## src/rtl/capture_ctrl.sv

```systemverilog
// Trigger-and-capture controller: free-running adc_clk, decimated circular RAM writes, trigger qualify, post-count stop.
// Latency: trigger edge accepted 3 clk after input change; capture_done rises 1 clk after final post-trigger write.
// Backpressure: none; RAM bus is owned by write logic while capturing and passed to rd_* in IDLE/DONE.
module capture_ctrl #(
  parameter int ADDR_W   = 9,
  parameter int NUM_TRIG = 2,
  parameter int SEL_W    = 1,
  parameter int DEC_W    = 4,
  parameter int AUTO_TO  = 4096
) (
  input  logic                clk,
  input  logic                rst_n,
  input  logic [NUM_TRIG-1:0] trig,
  input  logic [SEL_W-1:0]    trig_sel,
  input  logic                trig_edge,
  input  logic                auto_mode,
  input  logic [ADDR_W-1:0]   trig_pos,
  input  logic [DEC_W-1:0]    decimator,
  input  logic                arm,
  input  logic                abort,
  input  logic                rd_en,
  input  logic [ADDR_W-1:0]   rd_addr,
  output logic                adc_clk,
  output logic                en,
  output logic                we,
  output logic [ADDR_W-1:0]   addr,
  output logic                capture_done,
  output logic                triggered,
  output logic [ADDR_W-1:0]   trig_addr
);

  // Decimation counter must hold 2^decimator - 1 for the largest exponent.
  localparam int DCW  = (1 << DEC_W) - 1;
  localparam int TO_W = $clog2(AUTO_TO + 1);
  localparam logic [TO_W-1:0]   TO_LAST  = TO_W'(AUTO_TO - 1);
  localparam logic [ADDR_W:0]   PRE_FULL = {1'b1, {ADDR_W{1'b0}}};

  localparam logic [2:0] S_IDLE = 3'd0;
  localparam logic [2:0] S_ARM  = 3'd1;
  localparam logic [2:0] S_WAIT = 3'd2;
  localparam logic [2:0] S_POST = 3'd3;
  localparam logic [2:0] S_DONE = 3'd4;

  logic [2:0]        state_q,     state_d;
  logic              adc_clk_q,   adc_clk_d;
  logic [DCW-1:0]    dec_cnt_q,   dec_cnt_d;
  logic [ADDR_W-1:0] wr_ptr_q,    wr_ptr_d;
  logic [ADDR_W:0]   pre_cnt_q,   pre_cnt_d;
  logic [ADDR_W-1:0] post_cnt_q,  post_cnt_d;
  logic [TO_W-1:0]   to_cnt_q,    to_cnt_d;
  logic              triggered_q, triggered_d;
  logic [ADDR_W-1:0] trig_addr_q, trig_addr_d;

  logic sync1_q, sync2_q, sync3_q, edge_q;
  logic trig_mux;
  logic fire;

  logic              slot;
  logic              wr_mode;
  logic              strobe;
  logic              arm_go;
  logic [DCW-1:0]    dec_lim;
  logic [ADDR_W:0]   pre_target;

  // A sample slot is the half of the adc_clk period where adc_clk is high.
  assign slot       = adc_clk_q;
  assign wr_mode    = (state_q == S_ARM) || (state_q == S_WAIT) || (state_q == S_POST);
  assign strobe     = wr_mode && slot && (dec_cnt_q == '0);
  assign arm_go     = arm && !abort;
  assign dec_lim    = ~({DCW{1'b1}} << decimator);
  assign pre_target = PRE_FULL - {1'b0, trig_pos};

  // Select the trigger source; out-of-range selects give a constant low.
  always_comb begin
    trig_mux = 1'b0;
    for (int i = 0; i < NUM_TRIG; i++) begin
      if (trig_sel == SEL_W'(i)) trig_mux = trig[i];
    end
  end

  // Two-flop synchronizer followed by a registered edge detector.
  always_ff @(posedge clk or negedge rst_n) begin
    if (!rst_n) begin
      sync1_q <= 1'b0;
      sync2_q <= 1'b0;
      sync3_q <= 1'b0;
      edge_q  <= 1'b0;
    end else begin
      sync1_q <= trig_mux;
      sync2_q <= sync1_q;
      sync3_q <= sync2_q;
      edge_q  <= trig_edge ? (sync2_q & ~sync3_q) : (~sync2_q & sync3_q);
    end
  end

  // Next-state logic for the capture FSM and its counters.
  always_comb begin
    state_d     = state_q;
    adc_clk_d   = ~adc_clk_q;
    dec_cnt_d   = dec_cnt_q;
    wr_ptr_d    = wr_ptr_q;
    pre_cnt_d   = pre_cnt_q;
    post_cnt_d  = post_cnt_q;
    to_cnt_d    = to_cnt_q;
    triggered_d = triggered_q;
    trig_addr_d = trig_addr_q;
    fire        = 1'b0;

    if (slot) dec_cnt_d = (dec_cnt_q >= dec_lim) ? '0 : dec_cnt_q + 1'b1;
    if (strobe) wr_ptr_d = wr_ptr_q + 1'b1;

    case (state_q)
      S_ARM: begin
        if (strobe) begin
          pre_cnt_d = pre_cnt_q + 1'b1;
          if (pre_cnt_q + 1'b1 == pre_target) begin
            state_d  = S_WAIT;
            to_cnt_d = '0;
          end
        end
      end
      S_WAIT: begin
        // Saturate so a late auto_mode enable still times out promptly.
        if (slot && to_cnt_q != TO_LAST) to_cnt_d = to_cnt_q + 1'b1;
        fire = edge_q || (auto_mode && slot && (to_cnt_q == TO_LAST));
        if (fire) begin
          triggered_d = 1'b1;
          post_cnt_d  = '0;
          if (trig_pos == '0) begin
            state_d     = S_DONE;
            // Last written address: this cycle's write if any, else the previous one.
            trig_addr_d = strobe ? wr_ptr_q : wr_ptr_q - 1'b1;
          end else begin
            state_d = S_POST;
          end
        end
      end
      S_POST: begin
        if (strobe) begin
          post_cnt_d = post_cnt_q + 1'b1;
          if (post_cnt_q + 1'b1 == trig_pos) begin
            state_d     = S_DONE;
            trig_addr_d = wr_ptr_q;
          end
        end
      end
      default: ;
    endcase

    if (arm_go) begin
      state_d     = S_ARM;
      dec_cnt_d   = '0;
      wr_ptr_d    = '0;
      pre_cnt_d   = '0;
      post_cnt_d  = '0;
      triggered_d = 1'b0;
    end

    if (abort) begin
      state_d     = S_IDLE;
      triggered_d = 1'b0;
    end
  end

  // State and counter registers.
  always_ff @(posedge clk or negedge rst_n) begin
    if (!rst_n) begin
      state_q     <= S_IDLE;
      adc_clk_q   <= 1'b0;
      dec_cnt_q   <= '0;
      wr_ptr_q    <= '0;
      pre_cnt_q   <= '0;
      post_cnt_q  <= '0;
      to_cnt_q    <= '0;
      triggered_q <= 1'b0;
      trig_addr_q <= '0;
    end else begin
      state_q     <= state_d;
      adc_clk_q   <= adc_clk_d;
      dec_cnt_q   <= dec_cnt_d;
      wr_ptr_q    <= wr_ptr_d;
      pre_cnt_q   <= pre_cnt_d;
      post_cnt_q  <= post_cnt_d;
      to_cnt_q    <= to_cnt_d;
      triggered_q <= triggered_d;
      trig_addr_q <= trig_addr_d;
    end
  end

  // RAM bus mux: write logic while capturing, dump logic pass-through otherwise.
  always_comb begin
    en   = rd_en;
    we   = 1'b0;
    addr = rd_addr;
    if (wr_mode) begin
      en   = strobe;
      we   = strobe;
      addr = wr_ptr_q;
    end
  end

  assign adc_clk      = adc_clk_q;
  assign capture_done = (state_q == S_DONE);
  assign triggered    = triggered_q;
  assign trig_addr    = trig_addr_q;

endmodule

```

## config.mk

```make
export PLATFORM = sky130hd
export DESIGN_NAME = capture_ctrl
export DESIGN_NICKNAME = d
export VERILOG_FILES = /design/src/rtl/capture_ctrl.sv
export SDC_FILE = /design/constraint.sdc
export NUM_CORES = 1
export LEC_CHECK = 0
export BUFFER_PORTS_ARGS = -buffer_cell sky130_fd_sc_hd__buf_4
export CORE_MARGIN = 1
export CORE_UTILIZATION = 50
export CTS_BUF_LIST = sky130_fd_sc_hd__clkbuf_4
export DETAILED_ROUTE_END_ITERATION = 8
export PLACE_DENSITY = 0.72
export SLEW_MARGIN = 30
export SYNTH_ARGS = -nofsm -noshare
export SYNTH_HDL_FRONTEND = slang
export SYNTH_SLANG_ARGS = --single-unit
```

## constraint.sdc

```tcl
create_clock -name clk -period 2.7 [get_ports clk]
set_input_delay 0.405 -clock clk [delete_from_list [all_inputs] [get_ports clk]]
set_output_delay 0.405 -clock clk [all_outputs]
set_load 0.05 [all_outputs]
```

==> results of run 1 <==
layout make-up:
| cell class | count | area share [%] |
|---|---|---|
| Multi-Input combinational cell | 454 | 50.0 |
| Sequential cell | 74 | 30.4 |
| Timing Repair Buffer | 94 | 12.7 |
| Tap cell | 133 | 2.73 |
| Clock inverter | 6 | 1.48 |
| Inverter | 23 | 1.46 |
| Clock buffer | 10 | 1.23 |
layout by cell type (no fill, tap or decap), types with 8 or more instances in the layout:
| master | instances |
|---|---|
| and3_1 | 15 |
| a21o_1 | 9 |
| nand4_1 | 13 |
| nand2_1 | 56 |
| nor3_1 | 12 |
| nand3_1 | 24 |
| ha_1 | 23 |
| nor2_1 | 55 |
| xor2_1 | 19 |
| inv_1 | 20 |
| xnor2_1 | 29 |
| nand2b_1 | 8 |
| a31oi_1 | 19 |
| clkbuf_4 | 10 |
| dfrtp_1 | 74 |
| buf_4 | 87 |
| o21ai_0 | 31 |
| a21oi_1 | 25 |
sequential cells by signal, summed over array words and instances (netlist names):
name        cells
pre_cnt_q      10
post_cnt_q      9
triggered       1
sync1_q         1
dec_cnt_q      15
adc_clk         1
trig_addr       9
sync2_q         1
state_q         3
sync3_q         1
edge_q          1
wr_ptr_q        9
to_cnt_q       13
per-layer routing:
layer  share of wire [%]  GRT usage, %
met1                  45          30.4
met3                 4.2          4.10
met5                   0             0
met2                  50          43.1
met4                0.78          6.04
repair_timing:
action                     4_1_cts  5_1_grt
buffers inserted                 0        1
gates cloned                     0        1
resized for setup                4       10
pin swaps                        0        3
setup endpoints to repair        2       17
power groups by stage:
stage | clock network, mW | registers, mW | logic [mW]
2_1_floorplan | 0 | 1.21 | 0.381
3_3_place_gp | 0 | 1.22 | 0.557
3_5_place_dp | 0 | 1.22 | 0.578
4_1_cts | 0.841 | 1.20 | 0.582
5_1_grt | 0.883 | 1.21 | 0.646
6_report | 0.814 | 1.20 | 0.588
cells by family after synthesis:
group                      after synthesis
muxes                                    9
adders and majority gates               24
xor gates and xnor gates                50
and+or+nand+nor                        229
buffers and inverters                   51
DFF                                     74
AOI/OAI and AO/OA                      142
critical path, delay by kind of cell:
kind / cells / cell delay [ns]
AND/OR/NAND/NOR: 3 / 0.96
AO/OA/AOI/OAI: 3 / 0.67
adder cells (fa/ha/maj): 2 / 0.41
buffers and inverters: 3 / 0.30
XOR/XNOR: 2 / 0.28
path summary, 6_finish.rpt:
kind | from | slack, ns | to
worst max-delay path | trig_pos[0] | -0.005 | to_cnt_q[7]
worst min-delay path | rst_n | -0.05 | post_cnt_q[5]
min in group clk | abort | 0.15 | state_q[0]
worst min register to register | sync1_q | 0.37 | sync2_q
max in group asynchronous | rst_n | 2.24 | to_cnt_q[4]
worst max register to register | pre_cnt_q[0] | 0.07 | to_cnt_q[7]
through the flow:
step	utilization [%]	std cells	cell area [um2]	TNS, ns
after detailed placement	59.9	776	5820	-9.19
final	62.7	794	6100	-0.00506
after floorplan	-	579	5110	-4.24
after global placement	59.9	776	5820	-7.92
after CTS	61.7	792	6000	-0.00597
after global routing	62.7	794	6100	-1.31
==> flow_summary_export.csv, run 1 <==
group,metric,value,unit
yosys,muxShareOfSynthArea,1.98,%
pwr,netSwitchingFraction,31.3,%
route,wirelength,11.8,mm
yosys,yosysTopAreaCell,"dfrtp_1",
route,drt_iter0_drc,245,
grt,grt_usage,24.2,%
status,violations,"design-rule violations, negative hold slack, negative setup slack",
setup_path,worst_setup_path_start_kind,"primary input",
sta,drv_slew,0,
worst_hold_path,hold_class,"primary input to asynchronous set/reset pin",
clock_tree,cts_buffer_depth,2,
floorplanning,die_w,102,um
sta,period_share,100,%
floorplanning,die_h,102,um
sta,tightest_slew,0.688,ns
yosys,synth_fa_ha_area_share,6.02,%
grt,grt_pass1_vias,4304,
route,wl_per_cell,14.9,um
sta,worst_slack,-0.00506,ns
yosys,synth_simple_gate_area_share,23.2,%
yosys,synth_top_family_by_area,"simple AND/OR/NAND/NOR gates",
yosys,synthTopCellsByCount,"dfrtp_1, nand2_1, nor2_1",
sta,hold_slack,-0.0470,ns
yosys,ys_ff_latch,74,
flow_run,cap_violations,0,
sta,rsz0062_at_grt,"yes",
setup_path,critPathKind,"primary input to register",
setup_path,endpoint_kind,"register",
floorplanning,core_area,9730,um2
sta,slew_headroom,54.1,%
pwr,ir_worst_vdd,246,uV
yosys,synthTopCellsByArea,"dfrtp_1, ha_1, xnor2_1",
yosys,yosysTopAreaCellShare,37.1,%
grt,grt_overflow_total,0,
floorplanning,initial_core_util,51.3,%
finish,final_layout_size_suffix_gt1_share,22.2,%
finish,multiInputGateArea,3050,um2
yosys,synthesis.area,4990,um2
clock_tree,clock_latency,0.45,ns
yosys,yosys.cell_types.count,61,
route,viasPerCell,5.74,
clock_tree,clockRootBuffer,"clkbuf_4",
setup_path,critPathSlowestCell,"or4b_4",
route,firstDrtPassIters,8,
yosys,synthArstFlopShare,100,%
setup_path,arrival,3.02,ns
yosys,synthCells,579,
floorplanning,die_area,10400,um2
clock_tree,cts_hold_buf,0,
pwr,powerDensity,427,nW/um2
grt,grt_pass1_wl,19.7,mm
sta,finalCriticalPeriod,2.71,ns
placement,io_buffers,54,
finish,diodes,0,
pwr,seqPwrFrac,46.2,%
finish,nets,712,
yosys,avgSynthCellArea,8.61,um2
pwr,switching_power,0.815,mW
yosys,synth_compound_area_share,18.4,%
route,route.detailed.drc,1,
pwr,p_int,1.79,mW
setup_path,crit_chain,"buf_8, inv_4, ha_4, or4b_4, nor4_4, ha_1, xnor2_2, xnor2_1, or3_4, a2111oi_4, a21o_4, clkbuf_16, a31oi_1",
finish,seq_area,1850,um2
pwr,p_leak,2.83,nW
finish,fillers,863,
clock_tree,cts_sinks,74,
clock_tree,cts_made_buffers,9,
grt,grt_max_degree,75,
grt,antenna_found_initial,0,
finish,synthToLayoutAreaGrowth,22.3,%
setup_path,cpPeakStageDelay,0.48,ns
sta,fmaxAchievable,370,MHz
setup_path,reg2reg_depth,9,
yosys,yosysSeqAreaShare,37.1,%
yosys,ys_warn_count,0,
route,ant_nets,0,
yosys,yosysMostFrequentCell,"dfrtp_1",
sta,hold_viol_final,47,
pwr,pwr-share-comb,22.6,%
yosys,synth_xor_area_share,9.06,%
yosys,synth_flop_cell,"dfrtp_1",
route,vias,4554,
clock_tree,clk_pin_slew,0.12,ns
yosys,synth_nets,635,
status,status,"finished, violations left",
clock_tree,cts_htree_levels,3,
placement,dp_slack,-0.508,ns
yosys,synth-edff-count,0,
clock_tree,tritoncts,"yes",
placement,hpwl,8.79,mm
pwr,clock_power_share,31.3,%
sta,finalSetupViolations,1,
floorplanning,rows,36,
sta,clock_skew,0.0221,ns
floorplanning,io-pin-count,55,
setup_path,worstPathRequired,3.02,ns
placement,gp_congestion,0.873,
setup_path,cp_max_fo,5,
pwr,power.total,2.61,mW
(Power assumes the default switching activity.)
==> inputs of run 2 (changes only) <==
--- a/config.mk
+++ b/config.mk
@@ -6,11 +6,13 @@
 export NUM_CORES = 1
 export LEC_CHECK = 0
 export BUFFER_PORTS_ARGS = -buffer_cell sky130_fd_sc_hd__buf_4
+export CELL_PAD_IN_SITES_DETAIL_PLACEMENT = 0
+export CELL_PAD_IN_SITES_GLOBAL_PLACEMENT = 1
 export CORE_MARGIN = 1
-export CORE_UTILIZATION = 50
+export CORE_UTILIZATION = 42
 export CTS_BUF_LIST = sky130_fd_sc_hd__clkbuf_4
 export DETAILED_ROUTE_END_ITERATION = 8
-export PLACE_DENSITY = 0.72
+export PLACE_DENSITY_LB_ADDON = 0.1
 export SLEW_MARGIN = 30
 export SYNTH_ARGS = -nofsm -noshare
 export SYNTH_HDL_FRONTEND = slang
==> run 2 against run 1 <==
The flow finishes with violations (design-rule violations). Maximum frequency is 0.53% higher. Final cell count is 2.1% higher. First-iteration DRC count is 2.4% lower. Clock-buffer cell count is 1 higher.
==> flow_summary_export.csv, run 2 (synthesis gave the netlist of run 1 again) <==
group,metric,value,unit
status,status,"finished, violations left",
status,violations,"design-rule violations",
route,firstDrtPassIters,6,
worst_hold_path,whs_path_depth,2,
sta,finalCriticalPeriod,2.69,ns
sta,slew_headroom,63.8,%
sta,clock_skew,0.0321,ns
route,ant_nets,0,
floorplanning,die_w,111,um
clock_tree,tritoncts,"yes",
finish,diodes,0,
placement,dpl_cell_area,5880,um2
route,wl_per_cell,15.0,um
setup_path,rr_endpoint,"state_q[1]",
worst_hold_path,hold-path-endpoint,"state_q[0]",
finish,synthToLayoutAreaGrowth,23.1,%
sta,hold_viol_final,0,
finish,reg_top3,"dec_cnt_q (15), to_cnt_q (13), pre_cnt_q (10)",
finish,nets,720,
floorplanning,die_area,12300,um2
clock_tree,cts_made_buffers,9,
grt,grt_usage,20.9,%
worst_hold_path,hold_class,"primary input to register",
setup_path,reg2reg_depth,8,
setup_path,reg2reg_slack,0.15,ns
floorplanning,initial_core_util,43.3,%
finish,seq_area,1850,um2
route,viasPerCell,5.47,
floorplanning,die_h,111,um
clock_tree,clk_pin_slew,0.11,ns
clock_tree,cts_htree_levels,3,
sta,rsz0062_at_grt,"yes",
setup_path,cp_max_fo,2,
route,drt_iter0_drc,239,
grt,grt_pass1_vias,4312,
floorplanning,core_area,11500,um2
pwr,ir_worst_vdd,247,uV
finish,final_area,6140,um2
grt,met2_usage,34.1,%
finish,fillers,1083,
finish,instances_no_fill,811,
floorplanning,rows,39,
clock_tree,cts_buffer_depth,2,
sta,tightest_slew,0.541,ns
grt,antenna_found_initial,0,
clock_tree,clock_latency,0.44,ns
pwr,powerDensity,409,nW/um2
route,wirelength,12.1,mm
finish,largest_reg_flops,15,
finish,final_common_cell,"buf_4",
sta,fmaxAchievable,372,MHz
placement,placed_cells,790,
route,vias,4438,
grt,grt-busiest-layer,"met2",
setup_path,critPathKind,"primary input to register",
grt,grt_max_degree,75,
grt,grt_overflow_total,0,
floorplanning,io-pin-count,55,
pwr,p_leak,2.85,nW
sta,drv_slew,0,
route,route.detailed.drc,4,
setup_path,worst_setup_path_start_kind,"primary input",
worst_hold_path,worstHoldStart,"abort",
setup_path,worstPathRequired,3.04,ns
setup_path,arrival,3.03,ns
setup_path,endpoint_kind,"register",
finish,final_layout_size_suffix_gt1_share,23.2,%
finish,layout_common_cells,"buf_4, dfrtp_1, nand2_1",
grt,grt_pass1_wl,20.8,mm
finish,largest-register,"dec_cnt_q",
clock_tree,clockRootBuffer,"clkbuf_4",
placement,io_buffers,54,
grt,grt.met1_usage,27.7,%
placement,gp_congestion,0.838,
clock_tree,cts_sinks,74,
sta,period_share,99.7,%
flow_run,cap_violations,0,
sta,finalSetupViolations,0,
finish,multiInputGateArea,3050,um2
placement,hpwl,8.88,mm
setup_path,timing.rr.start,"pre_cnt_q[4]",
grt,gr-usage-met3,3.17,%
-- run 2: cell types whose count changed in the layout (fill, tap and decap cells not counted), sizes merged --
| cell | previous run | this run |
|---|---|---|
| inv | 23 | 22 |
| bufinv | 2 | 1 |
| clkinv | 3 | 2 |
| buf | 93 | 101 |
| dlygate4sd3 | 0 | 1 |
| clkinvlp | 1 | 2 |
-- run 2: through the flow --
stage / worst slack, ns / TNS [ns] / hold WS [ns] / power, mW / util (%)
2_1_floorplan: -0.234 / -4.24 / 0.109 / 1.59 / -
3_3_place_gp: -0.457 / -8.51 / 0.335 / 1.79 / 51.1
3_5_place_dp: -0.549 / -10.38 / 0.340 / 1.81 / 51.1
4_1_cts: 0.00448 / 0 / 0.118 / 2.53 / 52.6
5_1_grt: -0.0700 / -0.624 / 0.137 / 2.65 / 53.3
6_report: 0.00908 / 0 / 0.166 / 2.51 / 53.3
-- run 2: repair_timing --
action	4_1_cts	5_1_grt
buffers inserted	2	3
pin swaps	0	1
gates resized for setup	1	17
endpoints found under the setup margin	11	22
hold buffers	1	0
gates cloned	0	0
hold endpoints to repair	74	0
-- run 2: report_power, final --
group          switching, mW  internal, mW
Combinational          0.334         0.263
Clock                  0.411         0.300
Sequential            0.0564          1.15
Total                  0.801          1.71
-- run 2: area by class of cell --
cell class	count	area share, %
multi-input combinational	454	49.7
clock inverter	4	0.876
timing repair buffer	102	13.5
clock buffer	11	1.34
sequential	74	30.2
tap	143	2.91
inverter	23	1.49
-- run 2: worst max-delay path, stage by stage --
cell       delay (ns)
buf_8            0.10
inv_4            0.05
ha_4             0.12
or4b_4           0.49
nor4_4           0.16
ha_1             0.29
xnor2_2          0.16
xnor2_1          0.12
or3_4            0.34
a2111oi_4        0.34
buf_4            0.19
nor2b_4          0.04
o31ai_2          0.22
-- run 2: how the worst max path moves through the flow --
stage                            from           end  slack (ns)  depth (start not counted)
after CTS                 trig_pos[0]   to_cnt_q[1]       0.004                         14
after global placement    trig_pos[0]   to_cnt_q[1]       -0.46                         14
final                     trig_pos[0]    state_q[1]       0.009                         13
after floorplan           trig_pos[2]  to_cnt_q[10]       -0.23                         11
after detailed placement  trig_pos[0]   to_cnt_q[1]       -0.55                         14
after global routing      trig_pos[0]    state_q[1]       -0.07                         13
-- run 2: routing by layer --
| metal | part of all wire [%] | up-vias |
|---|---|---|
| met5 | 0 | - |
| met4 | 1.4 | 0 |
| met3 | 3.0 | 13 |
| met2 | 48 | 70 |
| met1 | 47 | 2113 |
| li1 | - | 2242 |
==> inputs of run 3 (changes only) <==
--- a/config.mk
+++ b/config.mk
@@ -12,7 +12,7 @@
 export CORE_UTILIZATION = 42
 export CTS_BUF_LIST = sky130_fd_sc_hd__clkbuf_4
 export DETAILED_ROUTE_END_ITERATION = 8
-export PLACE_DENSITY_LB_ADDON = 0.1
+export PLACE_DENSITY = 0.9
 export SLEW_MARGIN = 30
 export SYNTH_ARGS = -nofsm -noshare
 export SYNTH_HDL_FRONTEND = slang
==> run 3 against run 2 <==
The run ends with design-rule violations, negative setup slack left. Utilization shrank 0.24 points. Combinational power hardly changed. Final cell count decreased by 0.37%. Hold slack got worse by 0.030 ns. Register-to-register slack worse by 0.06 ns. Non-clock buffer count shrank 5. Cell area down 0.45%. Clock-buffer cell count shrank 2. Clock skew down 0.016 ns. Global-route usage rose by 0.22 points. Total power grew 0.34%. Flip-flop and latch count is the same.
==> flow_summary_export.csv, run 3 (synthesis gave the netlist of run 1 again) <==
group,metric,value,unit
clock_tree,clock_latency,0.46,ns
grt,grt_overflow_total,0,
route,firstDrtPassIters,6,
route,drt_iter0_drc,243,
finish,final_area,6110,um2
route,viasPerCell,5.60,
finish,fin_util,53.1,%
grt,grt_pass1_wl,21.1,mm
setup_path,endpoint_kind,"register",
clock_tree,clockRootBuffer,"clkbuf_4",
floorplanning,die_area,12300,um2
grt,grt_max_degree,75,
route,wl_per_cell,15.1,um
status,violations,"design-rule violations, negative setup slack",
clock_tree,cts_htree_levels,3,
setup_path,cp_max_fo,6,
flow_run,cap_violations,0,
finish,final_common_cell,"buf_4",
finish,synthToLayoutAreaGrowth,22.6,%
setup_path,cpPeakStageDelay,0.49,ns
pwr,powerDensity,412,nW/um2
sta,hold_viol_final,0,
setup_path,reg2reg_depth,8,
setup_path,rr_endpoint,"to_cnt_q[9]",
sta,finalSetupViolations,10,
placement,gp_congestion,0.855,
sta,period_share,101,%
grt,antenna_found_initial,1,
setup_path,arrival,3.07,ns
sta,drv_slew,0,
finish,nets,715,
finish,final_layout_size_suffix_gt1_share,22.4,%
pwr,p_leak,2.82,nW
setup_path,crit_chain,"buf_8, inv_4, ha_4, or4b_4, nor4_4, ha_1, xnor2_2, xnor2_1, or3_4, a2111oi_4, a21o_4, buf_12, a31oi_4",
setup_path,worstPathRequired,3.04,ns
pwr,p_int,1.69,mW
setup_path,critPathKind,"primary input to register",
pwr,switching_power,0.831,mW
finish,largest-register,"dec_cnt_q",
sta,rsz0062_at_grt,"yes",
route,vias,4528,
sta,fmaxAchievable,366,MHz
floorplanning,io-pin-count,55,
route,route.detailed.drc,4,
worst_hold_path,hold-path-endpoint,"state_q[0]",
setup_path,timing.rr.start,"pre_cnt_q[4]",
floorplanning,initial_core_util,43.3,%
setup_path,critPathSlowestCell,"or4b_4",
floorplanning,die_h,111,um
floorplanning,die_w,111,um
setup_path,reg2reg_slack,0.09,ns
finish,reg_top3,"dec_cnt_q (15), to_cnt_q (13), pre_cnt_q (10)",
clock_tree,clk_pin_slew,0.12,ns
clock_tree,cts_buffer_depth,2,
route,ant_nets,0,
clock_tree,cts_made_buffers,9,
placement,hpwl,8.90,mm
route,wirelength,12.2,mm
clock_tree,cts_sinks,74,
sta,slew_headroom,54.0,%
placement,dpl_cell_area,5850,um2
worst_hold_path,hold_class,"primary input to register",
sta,worst_slack,-0.0318,ns
pwr,ir_worst_vdd,191,uV
finish,largest_reg_flops,15,
clock_tree,tritoncts,"yes",
sta,finalCriticalPeriod,2.73,ns
worst_hold_path,worstHoldStart,"abort",
grt,grt_pass1_vias,4465,
sta,clock_skew,0.0162,ns
status,status,"finished, violations left",
pwr,netSwitchingFraction,33.0,%
pwr,seqPwrFrac,47.9,%
sta,tightest_slew,0.690,ns
pwr,pwr-share-comb,23.8,%
floorplanning,rows,39,
placement,io_buffers,54,
pwr,clock_power_share,28.3,%
grt,grt_usage,21.1,%
worst_hold_path,whs_path_depth,2,
floorplanning,core_area,11500,um2
finish,layout_common_cells,"buf_4, dfrtp_1, nand2_1",
setup_path,worst_setup_path_start_kind,"primary input",
[run 3: cell count changes in the layout (fill, tap and decap cells not counted), moves of 2 or more]
cell      change
a31oi_4       +2
buf_4         -5
clkbuf_4      -2
clkinv_1      +2
[run 3: routing by layer]
| layer | vias up | routed length, um | global-route usage [%] |
|---|---|---|---|
| met1 | 2200 | 5480 | 26.9 |
| met5 | - | 0 | 0 |
| met4 | 0 | 159 | 6.03 |
| met3 | 12 | 435 | 5.03 |
| met2 | 75 | 6080 | 35.6 |
| li1 | 2241 | - | - |
[run 3: area by class of cell]
cell class,count,area [um2]
fill,1060,5400
multi-input combinational,454,3070
sequential,74,1850
timing repair buffer,97,783
tap,143,179
inverter,23,91.3
clock inverter,7,68.8
clock buffer,9,67.6
antenna,1,2.50
[run 3: worst max-delay path: cells and delay by family]
kind	cells	cell delay, ns
AO/OA/AOI/OAI	3	0.66
buffers and inverters	3	0.28
XOR/XNOR	2	0.30
adder cells (fa/ha/maj)	2	0.43
AND/OR/NAND/NOR	3	1.01
[run 3: power by group through the flow]
stage / registers, mW / clock network [mW] / logic [mW]
2_1_floorplan: 1.21 / 0 / 0.381
3_3_place_gp: 1.22 / 0 / 0.564
3_5_place_dp: 1.23 / 0 / 0.583
4_1_cts: 1.20 / 0.743 / 0.592
5_1_grt: 1.21 / 0.788 / 0.662
6_report: 1.21 / 0.714 / 0.600
[run 3: how the worst max path moves through the flow]
stage	start	depth (start not counted)	endpoint
2_1_floorplan	trig_pos[2]	11	to_cnt_q[10]
3_3_place_gp	trig_pos[0]	14	to_cnt_q[1]
3_5_place_dp	trig_pos[0]	14	to_cnt_q[1]
4_1_cts	trig_pos[0]	14	to_cnt_q[1]
5_1_grt	trig_pos[0]	13	to_cnt_q[9]
6_report	trig_pos[0]	13	to_cnt_q[9]
[run 3: per-stage QoR]
stage / setup TNS (ns) / total power [mW] / cells / worst slack (ns) / hold WS (ns)
6_report: -0.193 / 2.52 / 808 / -0.0318 / 0.136
5_1_grt: -0.716 / 2.66 / 808 / -0.0764 / 0.110
4_1_cts: 0 / 2.54 / 806 / 0.00105 / 0.0920
3_5_place_dp: -11.58 / 1.81 / 788 / -0.592 / 0.339
3_3_place_gp: -8.80 / 1.79 / 788 / -0.443 / 0.334
2_1_floorplan: -4.24 / 1.59 / 579 / -0.234 / 0.109
[run 3: what timing repair did]
action / CTS / global route
endpoints found under the hold margin: 0 / 14
hold buffers: 0 / 1
endpoints found under the setup margin: 12 / 21
setup buffers: 2 / 0
gates resized for setup: 7 / 9
pin swaps: 2 / 3
